## src/rtl/traffic_pkg.sv

```systemverilog
`default_nettype none
// ============================================================================
// Module : traffic_pkg
// Purpose: Shared types and default constants for the pedestrian request
//          path feeding traffic_light_controller.
//          - state_e            : request FSM state encoding (2 bits)
//          - DEBOUNCE_CYCLES_DEF: default debounce length in clock cycles
//          - COOLDOWN_CYCLES_DEF: default post-service cooldown in cycles
//          - cnt_width()        : counter width able to hold 0..n-1
// Rev    : 1.0  initial release
// ============================================================================
package traffic_pkg;

    typedef enum logic [1:0] {
        ST_IDLE     = 2'd0,
        ST_PENDING  = 2'd1,
        ST_SERVING  = 2'd2,
        ST_COOLDOWN = 2'd3
    } state_e;

    localparam int DEBOUNCE_CYCLES_DEF = 4;
    localparam int COOLDOWN_CYCLES_DEF = 8;

    // Width of a down/up counter that must represent values 0..n-1 (n >= 1).
    function automatic int cnt_width(input int n);
        return (n > 1) ? $clog2(n) : 1;
    endfunction

endpackage : traffic_pkg
`default_nettype wire

```

## src/rtl/button_debouncer.sv

```systemverilog
`default_nettype none
// ============================================================================
// Module : button_debouncer
// Purpose: Two-flop synchroniser, level debouncer and rising-edge detector
//          for a raw mechanical push-button.
// Ports  : clk          in   system clock, rising edge
//          rst_n        in   asynchronous active-low reset
//          button_raw_i in   raw button level, asynchronous to clk
//          btn_filt_o   out  debounced button level
//          press_o      out  one-cycle pulse on each debounced rising edge
// Rev    : 1.0  initial release
// ============================================================================
module button_debouncer
    import traffic_pkg::*;
#(
    parameter int DEBOUNCE_CYCLES = DEBOUNCE_CYCLES_DEF
) (
    input  logic clk,
    input  logic rst_n,
    input  logic button_raw_i,
    output logic btn_filt_o,
    output logic press_o
);

    localparam int              DB_W    = cnt_width(DEBOUNCE_CYCLES);
    localparam logic [DB_W-1:0] DB_LAST = DB_W'(DEBOUNCE_CYCLES - 1);

    logic            sync1_q, sync2_q;
    logic            filt_q, filt_d;
    logic            filt_prev_q;
    logic [DB_W-1:0] cnt_q, cnt_d;

    // The counter only runs while the synchronised level disagrees with the
    // accepted level; any agreement restarts it, so a glitch must persist
    // for DEBOUNCE_CYCLES consecutive samples to be accepted.
    always_comb begin
        cnt_d  = '0;
        filt_d = filt_q;
        if (sync2_q != filt_q) begin
            if (cnt_q == DB_LAST) begin
                filt_d = ~filt_q;
            end else begin
                cnt_d = cnt_q + DB_W'(1);
            end
        end
    end

    always_ff @(posedge clk or negedge rst_n) begin
        if (!rst_n) begin
            sync1_q     <= 1'b0;
            sync2_q     <= 1'b0;
            filt_q      <= 1'b0;
            filt_prev_q <= 1'b0;
            cnt_q       <= '0;
        end else begin
            sync1_q     <= button_raw_i;
            sync2_q     <= sync1_q;
            filt_q      <= filt_d;
            filt_prev_q <= filt_q;
            cnt_q       <= cnt_d;
        end
    end

    assign btn_filt_o = filt_q;
    assign press_o    = filt_q & ~filt_prev_q;

endmodule : button_debouncer
`default_nettype wire

```

## src/rtl/ped_request_conditioner.sv

```systemverilog
`default_nettype none
// ============================================================================
// Module : ped_request_conditioner
// Purpose: Conditions a raw pedestrian push-button into a single latched
//          request for traffic_light_controller, holds it until the walk
//          light is served, then enforces a cooldown. A press seen during
//          service or cooldown is carried and re-issued when cooldown ends.
// Ports  : clk          in   system clock, rising edge
//          reset        in   asynchronous active-low reset
//          button_raw   in   raw push-button level (async, active-high)
//          ped_light    in   walk indication from the controller
//          ped_request  out  registered request to the controller
//          wait_led     out  registered "request accepted, waiting" lamp
//          press_count  out  saturating accepted-press counter [CNT_W]
//                            (only with PED_PRESS_CNT_EN)
// Config : `define PED_PRESS_CNT_EN adds the CNT_W parameter and press_count.
// Rev    : 1.0  initial release
// ============================================================================
module ped_request_conditioner
    import traffic_pkg::*;
#(
    parameter int DEBOUNCE_CYCLES = DEBOUNCE_CYCLES_DEF,
    parameter int COOLDOWN_CYCLES = COOLDOWN_CYCLES_DEF
`ifdef PED_PRESS_CNT_EN
    ,
    parameter int CNT_W           = 8
`endif
) (
    input  logic             clk,
    input  logic             reset,
    input  logic             button_raw,
    input  logic             ped_light,
    output logic             ped_request,
    output logic             wait_led
`ifdef PED_PRESS_CNT_EN
    ,
    output logic [CNT_W-1:0] press_count
`endif
);

    localparam int              CD_W    = cnt_width(COOLDOWN_CYCLES);
    localparam logic [CD_W-1:0] CD_LOAD = CD_W'(COOLDOWN_CYCLES - 1);

    logic            btn_filt;
    logic            press_raw;
    logic            press;
    state_e          state_q, state_d;
    logic            carry_q, carry_d;
    logic [CD_W-1:0] cd_cnt_q, cd_cnt_d;
    logic            ped_request_q, ped_request_d;
    logic            wait_led_q, wait_led_d;

    button_debouncer #(
        .DEBOUNCE_CYCLES (DEBOUNCE_CYCLES)
    ) u_debouncer (
        .clk          (clk),
        .rst_n        (reset),
        .button_raw_i (button_raw),
        .btn_filt_o   (btn_filt),
        .press_o      (press_raw)
    );

    // A press edge can only occur with the filtered level high; qualifying
    // with it keeps the FSM immune to any edge-detector/level skew.
    assign press = press_raw & btn_filt;

    always_comb begin
        state_d  = state_q;
        carry_d  = carry_q;
        cd_cnt_d = cd_cnt_q;

        case (state_q)
            ST_IDLE: begin
                if (press) begin
                    state_d = ST_PENDING;
                end
            end
            ST_PENDING: begin
                // Presses while already pending are absorbed, except one
                // landing on the service edge, which is remembered.
                if (ped_light) begin
                    state_d = ST_SERVING;
                    if (press) begin
                        carry_d = 1'b1;
                    end
                end
            end
            ST_SERVING: begin
                if (press) begin
                    carry_d = 1'b1;
                end
                if (!ped_light) begin
                    state_d  = ST_COOLDOWN;
                    cd_cnt_d = CD_LOAD;
                end
            end
            ST_COOLDOWN: begin
                if (press) begin
                    carry_d = 1'b1;
                end
                if (cd_cnt_q == '0) begin
                    // A press on the expiry cycle itself still counts.
                    if (carry_q || press) begin
                        state_d = ST_PENDING;
                        carry_d = 1'b0;
                    end else begin
                        state_d = ST_IDLE;
                    end
                end else begin
                    cd_cnt_d = cd_cnt_q - CD_W'(1);
                end
            end
            default: begin
                state_d = ST_IDLE;
            end
        endcase

        // Outputs are registered from the next state so they move on the
        // same edge as the state register.
        ped_request_d = (state_d == ST_PENDING);
        wait_led_d    = ped_request_d ||
                        (((state_d == ST_SERVING) || (state_d == ST_COOLDOWN)) && carry_d);
    end

    always_ff @(posedge clk or negedge reset) begin
        if (!reset) begin
            state_q       <= ST_IDLE;
            carry_q       <= 1'b0;
            cd_cnt_q      <= '0;
            ped_request_q <= 1'b0;
            wait_led_q    <= 1'b0;
        end else begin
            state_q       <= state_d;
            carry_q       <= carry_d;
            cd_cnt_q      <= cd_cnt_d;
            ped_request_q <= ped_request_d;
            wait_led_q    <= wait_led_d;
        end
    end

    assign ped_request = ped_request_q;
    assign wait_led    = wait_led_q;

`ifdef PED_PRESS_CNT_EN
    // A press is "accepted" when it either opens a request or sets carry;
    // the only press that does neither is one while PENDING without service.
    logic             press_accept;
    logic [CNT_W-1:0] press_cnt_q, press_cnt_d;

    assign press_accept = press && ((state_q != ST_PENDING) || ped_light);

    always_comb begin
        press_cnt_d = press_cnt_q;
        if (press_accept && (press_cnt_q != '1)) begin
            press_cnt_d = press_cnt_q + CNT_W'(1);
        end
    end

    always_ff @(posedge clk or negedge reset) begin
        if (!reset) begin
            press_cnt_q <= '0;
        end else begin
            press_cnt_q <= press_cnt_d;
        end
    end

    assign press_count = press_cnt_q;
`endif

endmodule : ped_request_conditioner
`default_nettype wire
```

## config.mk

```make
export PLATFORM = sky130hd
export DESIGN_NAME = ped_request_conditioner
export DESIGN_NICKNAME = d
export VERILOG_FILES = /design/src/rtl/traffic_pkg.sv /design/src/rtl/button_debouncer.sv /design/src/rtl/ped_request_conditioner.sv
export SDC_FILE = /design/constraint.sdc
export NUM_CORES = 1
export LEC_CHECK = 0
export ABC_CLOCK_PERIOD_IN_PS = 1500
export CELL_PAD_IN_SITES_DETAIL_PLACEMENT = 0
export CELL_PAD_IN_SITES_GLOBAL_PLACEMENT = 1
export CORE_MARGIN = 5
export CORE_UTILIZATION = 46
export CTS_BUF_LIST = sky130_fd_sc_hd__clkbuf_8
export CTS_CLUSTER_SIZE = 16
export DETAILED_ROUTE_END_ITERATION = 8
export PLACE_DENSITY = 0.82
export SETUP_SLACK_MARGIN = 0.15
export SYNTH_ARGS = -nofsm -noshare
export SYNTH_HDL_FRONTEND = slang
export SYNTH_SLANG_ARGS = --single-unit
export TNS_END_PERCENT = 1
```

## constraint.sdc

```tcl
create_clock -name clk -period 1.5 [get_ports clk]
set_clock_uncertainty 0.2 [all_clocks]
set_input_delay 0.375 -clock clk [delete_from_list [all_inputs] [get_ports clk]]
set_output_delay 0.375 -clock clk [all_outputs]
set_load 0.02 [all_outputs]
```

==> results.py <==
metrics = {
    "run_status": {
        "status": "finished, final reports clean",
    },
    "worst_setup_path": {
        "r2r_cells": 5,
        "crit_path_end_kind": "flop",
        "critPathKind": "reg2reg",
        "crit_path_start_kind": "flop",
        "slowest_stage": "dfrtp_1",
        "cp.required_ns": 1.48,
        "path_cells": "inv_2 -> ha_4 -> nand2_2 -> o32ai_2 -> a22o_1",
        "cp.arrival_ns": 1.42,
        "timing.rr.end": "cd_cnt_q[2]",
        "critPathMaxFanout": 3,
        "worst-r2r-setup-slack_ns": 0.07,
        "cpPeakStageDelay_ns": 0.40,
        "r2r-start": "cd_cnt_q[0]",
    },
    "logic_synthesis": {
        "yosysSeqAreaShare": 0.5458,
        "ys_warn_count": 0,
        "synthCells": 53,
        "avgSynthCellArea_sq_um": 12.11,
        "synth.ff_latch_count": 14,
        "synth_area_sq_um": 641.9,
        "yosys.area.top_type": "dfrtp_1",
        "synth_nets": 60,
        "yosys-top-cells-area": "dfrtp_1, ha_1, mux2i_1, o32ai_2, a22oi_1",
        "synth_top_area_share": 0.5458,
        "synth_edf_count": 0,
        "ys.flop_type": "dfrtp_1",
        "synth_cell_types": 27,
        "yosysMostFrequentCell": "dfrtp_1",
        "synth_common_cells": "dfrtp_1, nand2_1, ha_1, inv_1",
        "async_flop_share": 1.000,
    },
    "global_route": {
        "use_met2": 0.1818,
        "grt_max_degree": 15,
        "grt_use_met3": 0.06130,
        "grt_usage": 0.1196,
        "grt_pass1_wl_microns": 1800,
        "gr-total-overflow": 0,
        "first_global_vias": 412,
        "met1_usage": 0.1489,
        "grt-busiest-layer": "met2",
        "antenna_found_initial": 0,
    },
    "sta": {
        "slew_headroom": 0.7448,
        "finalSetupViolCount": 0,
        "layout_min_cycle_time_ns": 1.435,
        "finalMaxSlewViolations": 0,
        "setup-tns-final_ns": 0,
        "hold_viol_final": 0,
        "worst_slew_pin_slew_ns": 0.3828,
        "rsz0062_at_grt": "true",
        "fin_crit_sh": 0.9564,
        "fmax_mhz": 697.0,
    },
    "floorplanning": {
        "io_pins": 6,
        "die-height_microns": 47.36,
        "start_util": 0.4872,
        "die-area_sq_um": 2243,
        "rows": 13,
        "core_sq_um": 1318,
        "die_width_microns": 47.36,
    },
    "layout": {
        "design_area_sq_um": 827.0,
        "n_antenna_cell": 0,
        "finalNonFillerCells": 80,
        "syn_to_final_growth_pct": 28.85,
        "fillers": 105,
        "drive_above_1_share": 0.3538,
        "layout.nets": 73,
        "post-route-util": 0.6277,
    },
    "power": {
        "p_per_area_nw_per_um2": 2155,
        "total_power_mw": 1.782,
        "p_leak_nw": 0.3845,
        "peakVddDrop_uv": 1051,
    },
    "clock_tree": {
        "hold_buffers": 0,
        "cts_buffers": 3,
        "cts_max_level": 1,
        "clockBufferDepth": 2,
        "cts_root_buffer": "clkbuf_8",
        "clock_latency_ns": 0.24,
        "cts.sinks": 14,
        "cts_tree": "built",
        "clk_pin_slew_ns": 0.06,
    },
    "routing": {
        "vias_per_cell": 5.525,
        "drt_iter0_drc": 9,
        "via_count": 442,
        "avgRoutedWirePerCell_microns": 15.20,
        "route.detailed.drc": 0,
        "totalWireLength_microns": 1216,
        "ant_nets": 0,
        "firstDrtPassIters": 2,
    },
    "worst_hold_path": {
        "holdCritPathClass": "reg2reg",
        "hold-path-endpoint": "u_debouncer.sync2_q",
        "holdCritStartpoint": "u_debouncer.sync1_q",
        "min_path_cells": 0,
    },
    "placed_design": {
        "dp_cells": 73,
        "numPortBuffers": 5,
        "place.gp.congestion": 0.7415,
        "place_area_sq_um": 719.4,
    },
    "run": {
        "drv_cap": 0,
    },
}
-- worst max path at each step --
stage	cells after the start	slack (ns)	start	endpoint
floorplan	5	0.15	cd_cnt_q[0]	state_q[0]
global placement	4	-0.16	ped_light	cd_cnt_q[0]
detailed placement	4	-0.21	ped_light	cd_cnt_q[0]
CTS	1	0.08	ped_request	ped_request
global route	5	0.006	cd_cnt_q[0]	cd_cnt_q[2]
finish	5	0.07	cd_cnt_q[0]	cd_cnt_q[2]
-- layout make-up --
type                            instances  area, sq um  share of cell area
Tap cell                               15        18.77             0.02269
Timing Repair Buffer                   10        86.33              0.1044
Multi-Input combinational cell         34        304.0              0.3676
Sequential cell                        14        351.6              0.4251
Clock buffer                            4        55.05             0.06657
Inverter                                3        11.26             0.01362
-- critical path: cells and delay by family (launching register included) --
family,cells,cell delay [ns]
AOI/OAI and AO/OA,2,0.44
DFF,1,0.40
and+or+nand+nor,1,0.05
adders and majority gates,1,0.15
buffers and inverters,1,0.13
-- logic make-up (layout without fill, tap and decap cells) --
group                    count (synthesis)  count (layout)  share of synthesized area
AO/OA/AOI/OAI                           14              14                     0.1560
flip-flops                              14              14                     0.5458
AND/OR/NAND/NOR                         13              13                     0.1306
buffers and inverters                    5              17                    0.04679
adder cells (fa/ha/maj)                  3               3                    0.05849
multiplexers                             3               3                    0.04873
XOR/XNOR                                 1               1                    0.01365
-- cell usage in the layout, fill, tap and decap left out, types with 2 or more instances in the layout --
cell,count
a21oi_1,2
a22oi_1,2
a31oi_1,2
buf_4,5
clkbuf_8,4
clkdlybuf4s50_1,2
dfrtp_1,13
ha_4,2
inv_2,2
mux2i_1,2
nand2_1,3
-- power by group --
part / internal, mW / total [mW] / switching [mW]
clock network: 0.232 / 0.361 / 0.129
registers: 0.533 / 0.715 / 0.182
logic: 0.373 / 0.707 / 0.334
-- per-stage QoR --
stage,setup slack (ns),hold WS [ns]
2_1_floorplan,0.1501,-0.1206
3_3_place_gp,-0.1605,0.1363
3_5_place_dp,-0.2120,0.1524
4_1_cts,0.08004,0.1652
5_1_grt,0.006258,0.1728
6_report,0.06537,0.1628
-- state kept, by name, summed over array words and instances, names as in the netlist --
register / flops
state_q: 2
ped_request: 1
u_debouncer.sync2_q: 1
u_debouncer.sync1_q: 1
cd_cnt_q: 3
u_debouncer.cnt_q: 2
wait_led: 1
carry_q: 1
u_debouncer.filt_prev_q: 1
u_debouncer.btn_filt_o: 1
-- timing repair --
| action | 4_1_cts | 5_1_grt |
|---|---|---|
| endpoints found under the setup margin | 9 | 8 |
| resized for setup | 10 | 7 |
| pin swaps | 0 | 6 |
| setup buffers | 0 | 3 |
-- layer usage --
layer,up-vias,part of all wire
met5,-,0
met4,0,0
met3,0,0.041
met2,5,0.51
met1,220,0.45
li1,217,-
Power figures use the tool's default switching activity.
